$ cat src/rtl/sprite_pos_fetcher.sv
// sprite_pos_fetcher: fetches CHANNELS position words from a read-only memory
// port into a working bank, then publishes them all at once into the shadow
// bank seen by the renderer. Passes start on frame_start (or free-run).

// One channel: working copy filled by returning read data, shadow copy
// updated only on commit so the renderer never sees a half-written bank.
module sprite_pos_lane #(
  parameter int WIDTH = 16
) (
  input  logic             clk,
  input  logic             reset,
  input  logic             cap,
  input  logic             commit,
  input  logic [WIDTH-1:0] din,
  output logic [WIDTH-1:0] pos
);
  logic [WIDTH-1:0] working;

  // capture tagged read data; publish the working word on commit
  always_ff @(posedge clk) begin
    if (reset) begin
      working <= '0;
      pos     <= '0;
    end else begin
      if (cap)    working <= din;
      if (commit) pos     <= working;
    end
  end
endmodule

module sprite_pos_fetcher #(
  parameter int WIDTH      = 16,
  parameter int CHANNELS   = 6,
  parameter int BASE_ADDR  = 6000,
  parameter int STRIDE     = 4,
  parameter int READ_LAT   = 1,
  parameter int CONTINUOUS = 0
) (
  input  logic                      clk,
  input  logic                      reset,
  input  logic                      frame_start,
  output logic [WIDTH-1:0]          mem_addr,
  input  logic [WIDTH-1:0]          mem_data,
  output logic [CHANNELS*WIDTH-1:0] positions,
  output logic                      busy,
  output logic                      updated,
  output logic                      overrun
);
  localparam int IW = (CHANNELS > 1) ? $clog2(CHANNELS) : 1;
  localparam int CW = (READ_LAT > 1) ? $clog2(READ_LAT) : 1;
  localparam logic [IW-1:0] LAST_IDX = IW'(CHANNELS - 1);
  localparam logic [CW-1:0] LAST_CNT = CW'(READ_LAT - 1);

  typedef enum logic [1:0] {IDLE, ISSUE, DRAIN, COMMIT} state_t;

  state_t                     state_q, state_d;
  logic [IW-1:0]              idx_q, idx_d;
  logic [CW-1:0]              cnt_q, cnt_d;
  logic [READ_LAT-1:0]        vld_pipe;
  logic [READ_LAT-1:0][IW-1:0] tag_pipe;
  logic                       start, issue, commit;

  assign start  = (CONTINUOUS != 0) || frame_start;
  assign issue  = (state_q == ISSUE);
  assign commit = (state_q == COMMIT);
  assign busy   = (state_q != IDLE);

  // idx is held at 0 outside ISSUE, so this reads BASE_ADDR when idle;
  // the address wraps modulo 2^WIDTH by truncation.
  assign mem_addr = WIDTH'(BASE_ADDR) + WIDTH'(idx_q) * WIDTH'(STRIDE);

  // next-state logic: issue one read per cycle, wait out the read latency,
  // then one commit cycle
  always_comb begin
    state_d = state_q;
    idx_d   = idx_q;
    cnt_d   = cnt_q;
    case (state_q)
      IDLE: begin
        if (start) begin
          state_d = ISSUE;
          idx_d   = '0;
        end
      end
      ISSUE: begin
        if (idx_q == LAST_IDX) begin
          state_d = DRAIN;
          idx_d   = '0;
          cnt_d   = '0;
        end else begin
          idx_d = idx_q + 1'b1;
        end
      end
      DRAIN: begin
        if (cnt_q == LAST_CNT) state_d = COMMIT;
        else                   cnt_d   = cnt_q + 1'b1;
      end
      COMMIT:  state_d = IDLE;
      default: state_d = IDLE;
    endcase
  end

  // state register plus registered status pulses
  always_ff @(posedge clk) begin
    if (reset) begin
      state_q <= IDLE;
      idx_q   <= '0;
      cnt_q   <= '0;
      updated <= 1'b0;
      overrun <= 1'b0;
    end else begin
      state_q <= state_d;
      idx_q   <= idx_d;
      cnt_q   <= cnt_d;
      updated <= commit;
      overrun <= (CONTINUOUS == 0) && frame_start && busy;
    end
  end

  // tag pipeline: each issued read carries its channel index forward so the
  // returning word lands in the right slot READ_LAT cycles later
  always_ff @(posedge clk) begin
    if (reset) begin
      vld_pipe <= '0;
      tag_pipe <= '0;
    end else begin
      vld_pipe[0] <= issue;
      tag_pipe[0] <= idx_q;
      for (int s = 1; s < READ_LAT; s++) begin
        vld_pipe[s] <= vld_pipe[s-1];
        tag_pipe[s] <= tag_pipe[s-1];
      end
    end
  end

  for (genvar k = 0; k < CHANNELS; k++) begin : g_lane
    logic cap;
    assign cap = vld_pipe[READ_LAT-1] && (tag_pipe[READ_LAT-1] == IW'(k));
    sprite_pos_lane #(.WIDTH(WIDTH)) u_lane (
      .clk   (clk),
      .reset (reset),
      .cap   (cap),
      .commit(commit),
      .din   (mem_data),
      .pos   (positions[k*WIDTH +: WIDTH])
    );
  end
endmodule

$ cat config.mk
export PLATFORM = sky130hd
export DESIGN_NAME = sprite_pos_fetcher
export DESIGN_NICKNAME = d
export VERILOG_FILES = /design/src/rtl/sprite_pos_fetcher.sv
export SDC_FILE = /design/constraint.sdc
export NUM_CORES = 1
export LEC_CHECK = 0
export BUFFER_PORTS_ARGS = -buffer_cell sky130_fd_sc_hd__buf_2
export CAP_MARGIN = 20
export CORE_ASPECT_RATIO = 1.5
export CORE_MARGIN = 3
export CORE_UTILIZATION = 50
export DETAILED_ROUTE_END_ITERATION = 8
export GPL_TIMING_DRIVEN = 0
export PLACE_DENSITY = 0.77
export SLEW_MARGIN = 20
export SYNTH_ARGS = -nofsm -noshare
export SYNTH_HDL_FRONTEND = slang
export SYNTH_SLANG_ARGS = --single-unit
$ cat constraint.sdc
create_clock -name clk -period 1.8 [get_ports clk]
set_input_delay 0.54 -clock clk [delete_from_list [all_inputs] [get_ports clk]]
set_output_delay 0.54 -clock clk [all_outputs]
set_load 0.005 [all_outputs]
==> results of run 1 <==
[metal layers]
metal / up-vias / GRT usage / routed length, µm
met5: - / 0 / 0
met4: 0 / 0.108 / 806
met3: 48 / 0.0397 / 1020
met2: 170 / 0.380 / 8930
met1: 2699 / 0.261 / 7210
li1: 2908 / - / -
[metrics by stage]
| stage | hold slack, ps | setup TNS, ps | setup WS (ps) |
|---|---|---|---|
| finish | 320 | 0 | 34.4 |
| global route | 322 | -18.2 | -18.2 |
| CTS | 305 | 0 | 5.73 |
| detailed placement | 448 | -38330 | -337 |
| global placement | 441 | -33730 | -290 |
| floorplan | 436 | 0 | 276 |
[worst max-delay path, delay by kind of cell, from the launching register on]
family | cells | cell delay, ps
flip-flops | 1 | 320
buffers and inverters | 3 | 270
adder cells (fa/ha/maj) | 1 | 160
[registers in the layout, indices dropped and copies added, names as in the netlist]
register and flops:
updated 1, overrun 1, idx_q 3, vld_pipe 1, state_q 2, g_lane.u_lane.pos 96, tag_pipe 3, g_lane.u_lane.working 96
[path summary, 6_finish.rpt]
path                                              startpoint                           end  cells after the start
worst max-delay path                              state_q[1]                          busy                      4
worst min-delay path                             frame_start                       overrun                      2
worst max register to register                    state_q[1]                      idx_q[1]                      7
worst min register to register  g_lane[0].u_lane.working[13]  g_lane[0].u_lane.working[13]                      2
[cells by family (layout without fill, tap and decap cells)]
kind of cell | Yosys count | in the layout | share of synthesized area
AOI/OAI and AO/OA | 103 | 103 | 0.0723
DFF | 203 | 203 | 0.554
adders and majority gates | 4 | 4 | 0.00682
and+or+nand+nor | 315 | 315 | 0.177
muxes | 98 | 98 | 0.134
buffers and inverters | 78 | 236 | 0.0551
other | 2 | 10 | 0.00102
[power by group]
group,total (mW),switching [mW],internal (mW)
clock network,3.91,1.64,2.27
registers,4.69,0.0764,4.61
logic,1.18,0.663,0.519
[synthesized netlist by cell type, drive strengths merged]
library cell,count
mux2i,98
a21oi,98
a211o,1
o211a,1
and3,1
inv,8
a21boi,1
o2bb2ai,1
or4b,1
nor2b,2
ha,4
nor4b,1
nand4bb,3
nand2,197
nand3,1
o21ai,1
or4,1
and4bb,3
and4b,2
nand3b,2
clkbuf,31
dfxtp,203
nor2,98
buf,39
nand2b,1
conb,2
nand4b,2
[what timing repair did]
action	CTS	global route
gates resized for setup	3	6
buffers inserted	1	3
endpoints found under the hold margin	0	0
pin swaps	1	1
endpoints found under the setup margin	10	22
[layout make-up]
type	instances	area, µm²	share of cell area
Buffer	70	379	0.0427
Clock inverter	4	55.1	0.00620
Multi-Input combinational cell	530	2910	0.328
Inverter	8	30.0	0.00338
Tap cell	192	240	0.0271
Timing Repair Buffer	126	641	0.0722
Clock buffer	28	549	0.0619
Sequential cell	203	4070	0.458
==> flow_metrics.tcl, run 1 <==
set metrics [dict create \
    power_density_nw_per_um2 1100 \
    numPortBuffers 122 \
    drc 0 \
    placed_area_um2 8220 \
    critPathMostFrequentCell "inv_1" \
    cp_max_fo 3 \
    status "finished clean" \
    clockRootBuffer "clkbuf_16" \
    stdcell_count 1161 \
    finalWirelength_um 18000 \
    cp_slowest_stage_delay_ps 320 \
    overflow 0 \
    antenna_found_initial 0 \
    synthCells 803 \
    die_h_um 154 \
    min_period_ps 1770 \
    seq_area_frac_synth 0.554 \
    syn_area_um2 7340 \
    dp.cells 1125 \
    core_area_um2 14200 \
    ios 134 \
    path_cells "inv_1 > ha_4 > inv_1 > buf_2" \
    worstPathArrival_ps 1230 \
    synth-warning-count 0 \
    p_total_mw 9.78 \
    synth_area_leaders "dfxtp_1 (55%), mux2i_1 (13%), nand2_1 (10%), a21oi_1 (6.7%), nor2_1 (5.0%)" \
    viasPerCell 5.02 \
    clock_path_buffers 3 \
    path_clk_slew_ps 60 \
    die_area_um2 16200 \
    ys_ff_latch 203 \
    worst_pin_slew_ps 623 \
    critPathKind "register to output pin" \
    min_path_type "primary input to register" \
    crit_path_top_delay_cell "dfxtp_2" \
    maxClockFrequency_ghz 0.566 \
    finalClockSkew_ps 18.4 \
    final_nets 981 \
    first_pass_iters 5 \
    antenna_cells 0 \
    vdd_drop_max_uv 630 \
    critPathRequiredTime_ps 1260 \
    final_common_cell "dfxtp_1" \
    chipWidth_um 105 \
    grt_use_total 0.219 \
    leakagePower_nw 3.52 \
    drive_above_1_share 0.213 \
    slew_viol_final 0 \
    synth_area_leader_cell "dfxtp_1" \
    place_hpwl_um 12600 \
    setup_viol 0 \
    finalInstanceArea_um2 8880 \
    initial_core_util 0.517 \
    synth_top_area_share 0.554 \
    cap_viol_max_count 0 \
    area_growth_syn_to_layout_pct 21.0 \
    grt_pass1_vias 5535 \
    drt_iter0_drc 268 \
    clkLatencyLatePin_ps 490 \
    postLayoutCoreUtil 0.626 \
    cts_buffers 19 \
    startpoint_type "register" \
    route.detailed.wl_per_inst_um 15.5 \
    r2r_setup_slack_ps 150 \
    htree_num_levels 1 \
    antenna_left 0 \
    cts_tree "done" \
    nFillCells 1255 \
    grt_max_degree 16 \
    grt_pass1_wl_um 28500 \
    hold_viol 0 \
    route.vias.total 5825 \
    layout_common_cells "dfxtp_1 (200), nand2_1 (197), buf_2 (137)" \
    synth.avg_cell_area_um2 9.14 \
    finalCritPeriodShare 0.981 \
    hold_buffers 0 \
    fp-row-count 53 \
    clock_sinks 203 \
    cp-end-kind "output pin" \
    relSlewSlack 0.584 \
    yosys.cell_types.count 31 \
    gp_congestion 0.806 \
]
No activity file was read; power rests on OpenSTA's default activity.
==> run 2: changes to the inputs <==
--- a/config.mk
+++ b/config.mk
@@ -13,6 +13,7 @@
 export DETAILED_ROUTE_END_ITERATION = 8
 export GPL_TIMING_DRIVEN = 0
 export PLACE_DENSITY = 0.77
+export RECOVER_POWER = 50
 export SLEW_MARGIN = 20
 export SYNTH_ARGS = -nofsm -noshare
 export SYNTH_HDL_FRONTEND = slang
==> flow_metrics.tcl, run 2 (synthesized netlist as in run 1, its figures left out) <==
set metrics [dict create \
    first_pass_iters 5 \
    finalInstanceArea_um2 8830 \
    fp-row-count 53 \
    finalClockSkew_ps 18.9 \
    min_path_type "primary input to register" \
    vdd_drop_max_uv 630 \
    initial_core_util 0.517 \
    finalWirelength_um 18000 \
    power_density_nw_per_um2 1110 \
    seqPwrFrac 0.480 \
    cts_buffers 19 \
    place_hpwl_um 12600 \
    r2r-start "state_q[1]" \
    min_period_ps 1770 \
    grt_pass1_wl_um 28500 \
    grt_use_total 0.219 \
    layout_common_cells "dfxtp_1 (200), nand2_1 (197), buf_2 (100)" \
    p_comb_frac 0.121 \
    drc 0 \
    grt_max_degree 16 \
    pre_cts_ws_ps -337 \
    antenna_cells 0 \
    cp_max_fo 3 \
    setup_ws_ps 34.2 \
    nFillCells 1260 \
    numPortBuffers 122 \
    cp-end-kind "output pin" \
    startpoint "state_q[1]" \
    switchingPower_mw 2.38 \
    rr_endpoint "idx_q[1]" \
    worst_pin_slew_ps 618 \
    startpoint_type "register" \
    relSlewSlack 0.588 \
    viasPerCell 5.00 \
    worstPathArrival_ps 1230 \
    slew_viol_final 0 \
    final_nets 981 \
    chipWidth_um 105 \
    setup_tns_ps 0 \
    core_area_um2 14200 \
    reg_top3 "g_lane.u_lane.pos x96, g_lane.u_lane.working x96" \
    clock_path_buffers 3 \
    p_sw_frac 0.244 \
    postLayoutCoreUtil 0.622 \
    htree_num_levels 1 \
    ios 134 \
    status "finished clean" \
    clkLatencyLatePin_ps 490 \
    p_int_mw 7.39 \
    area_growth_syn_to_layout_pct 20.3 \
    clock_sinks 203 \
    maxClockFrequency_ghz 0.566 \
    leakagePower_nw 3.36 \
    gp_congestion 0.806 \
    clock_power_share 0.400 \
    path_clk_slew_ps 60 \
    antenna_left 0 \
    clockRootBuffer "clkbuf_16" \
    critPathRequiredTime_ps 1260 \
    hold_viol 0 \
    route.detailed.wl_per_inst_um 15.5 \
    critPathKind "register to output pin" \
    die_h_um 154 \
    r2r_setup_slack_ps 150 \
    holdPathStages 2 \
    drive_above_1_share 0.173 \
    antenna_found_initial 0 \
    setup_viol 0 \
    grt_pass1_vias 5535 \
    holdWs_ps 320 \
    r2r_cells 7 \
    critical_path.endpoint "busy" \
    drt_iter0_drc 293 \
    cts_tree "done" \
    cap_viol_max_count 0 \
    finalCritPeriodShare 0.981 \
    final_common_cell "dfxtp_1" \
    route.vias.total 5809 \
    placed_area_um2 8220 \
    overflow 0 \
    die_area_um2 16200 \
]
run 2: cell types whose count changed in the layout (fill, tap and decap cells not counted):
cell and change:
clkbuf_1 +38, buf_2 -37, clkbuf_2 -1
run 2: power by group through the flow:
stage	combinational (mW)	clock [mW]	sequential [mW]
2_1_floorplan	0.768	0	4.76
3_3_place_gp	1.02	0	4.78
3_5_place_dp	1.03	0	4.78
4_1_cts	1.07	3.97	4.68
5_1_grt	1.29	4.15	4.70
6_report	1.18	3.91	4.69
run 2: per-stage QoR:
stage / power [mW] / cells
2_1_floorplan: 5.53 / 811
3_5_place_dp: 5.81 / 1125
5_1_grt: 10.1 / 1161
6_report: 9.77 / 1161
4_1_cts: 9.71 / 1158
3_3_place_gp: 5.80 / 1125
run 2: worst min-delay path by stage:
| stage | startpoint | end | slack [ps] |
|---|---|---|---|
| detailed placement | g_lane[0].u_lane.working[14] | g_lane[0].u_lane.working[14] | 450 |
| global placement | g_lane[2].u_lane.working[1] | g_lane[2].u_lane.working[1] | 440 |
| CTS | frame_start | overrun | 310 |
| global route | frame_start | overrun | 320 |
| floorplan | g_lane[0].u_lane.working[0] | g_lane[0].u_lane.working[0] | 440 |
| finish | frame_start | overrun | 320 |
run 2: final cells by class:
cell class                      instances  area (µm²)  area share
Multi-Input combinational cell        530        2910       0.330
Tap cell                              192         240      0.0272
Clock inverter                          4        55.1     0.00623
Timing Repair Buffer                  126         596      0.0674
Sequential cell                       203        4070       0.461
Clock buffer                           28         549      0.0622
Inverter                                8        30.0     0.00340
Buffer                                 70         377      0.0426
run 2: per-layer routing:
metal	share of wire	vias up	global-route usage
li1	-	2912	-
met1	0.41	2689	0.261
met2	0.50	159	0.380
met3	0.052	49	0.0397
met4	0.043	0	0.108
met5	0	-	0
run 2: what timing repair did:
item,in CTS,in global routing
hold buffers,0,0
gates cloned,0,0
setup endpoints to repair,10,22
pin swaps,1,1
hold endpoints to repair,0,0
setup buffers,1,3
resized for setup,3,6
run 2: critical path, stage by stage, from the launching register on:
cell,delay [ps]
dfxtp_2,320
inv_1,110
ha_4,160
inv_1,40
buf_2,120
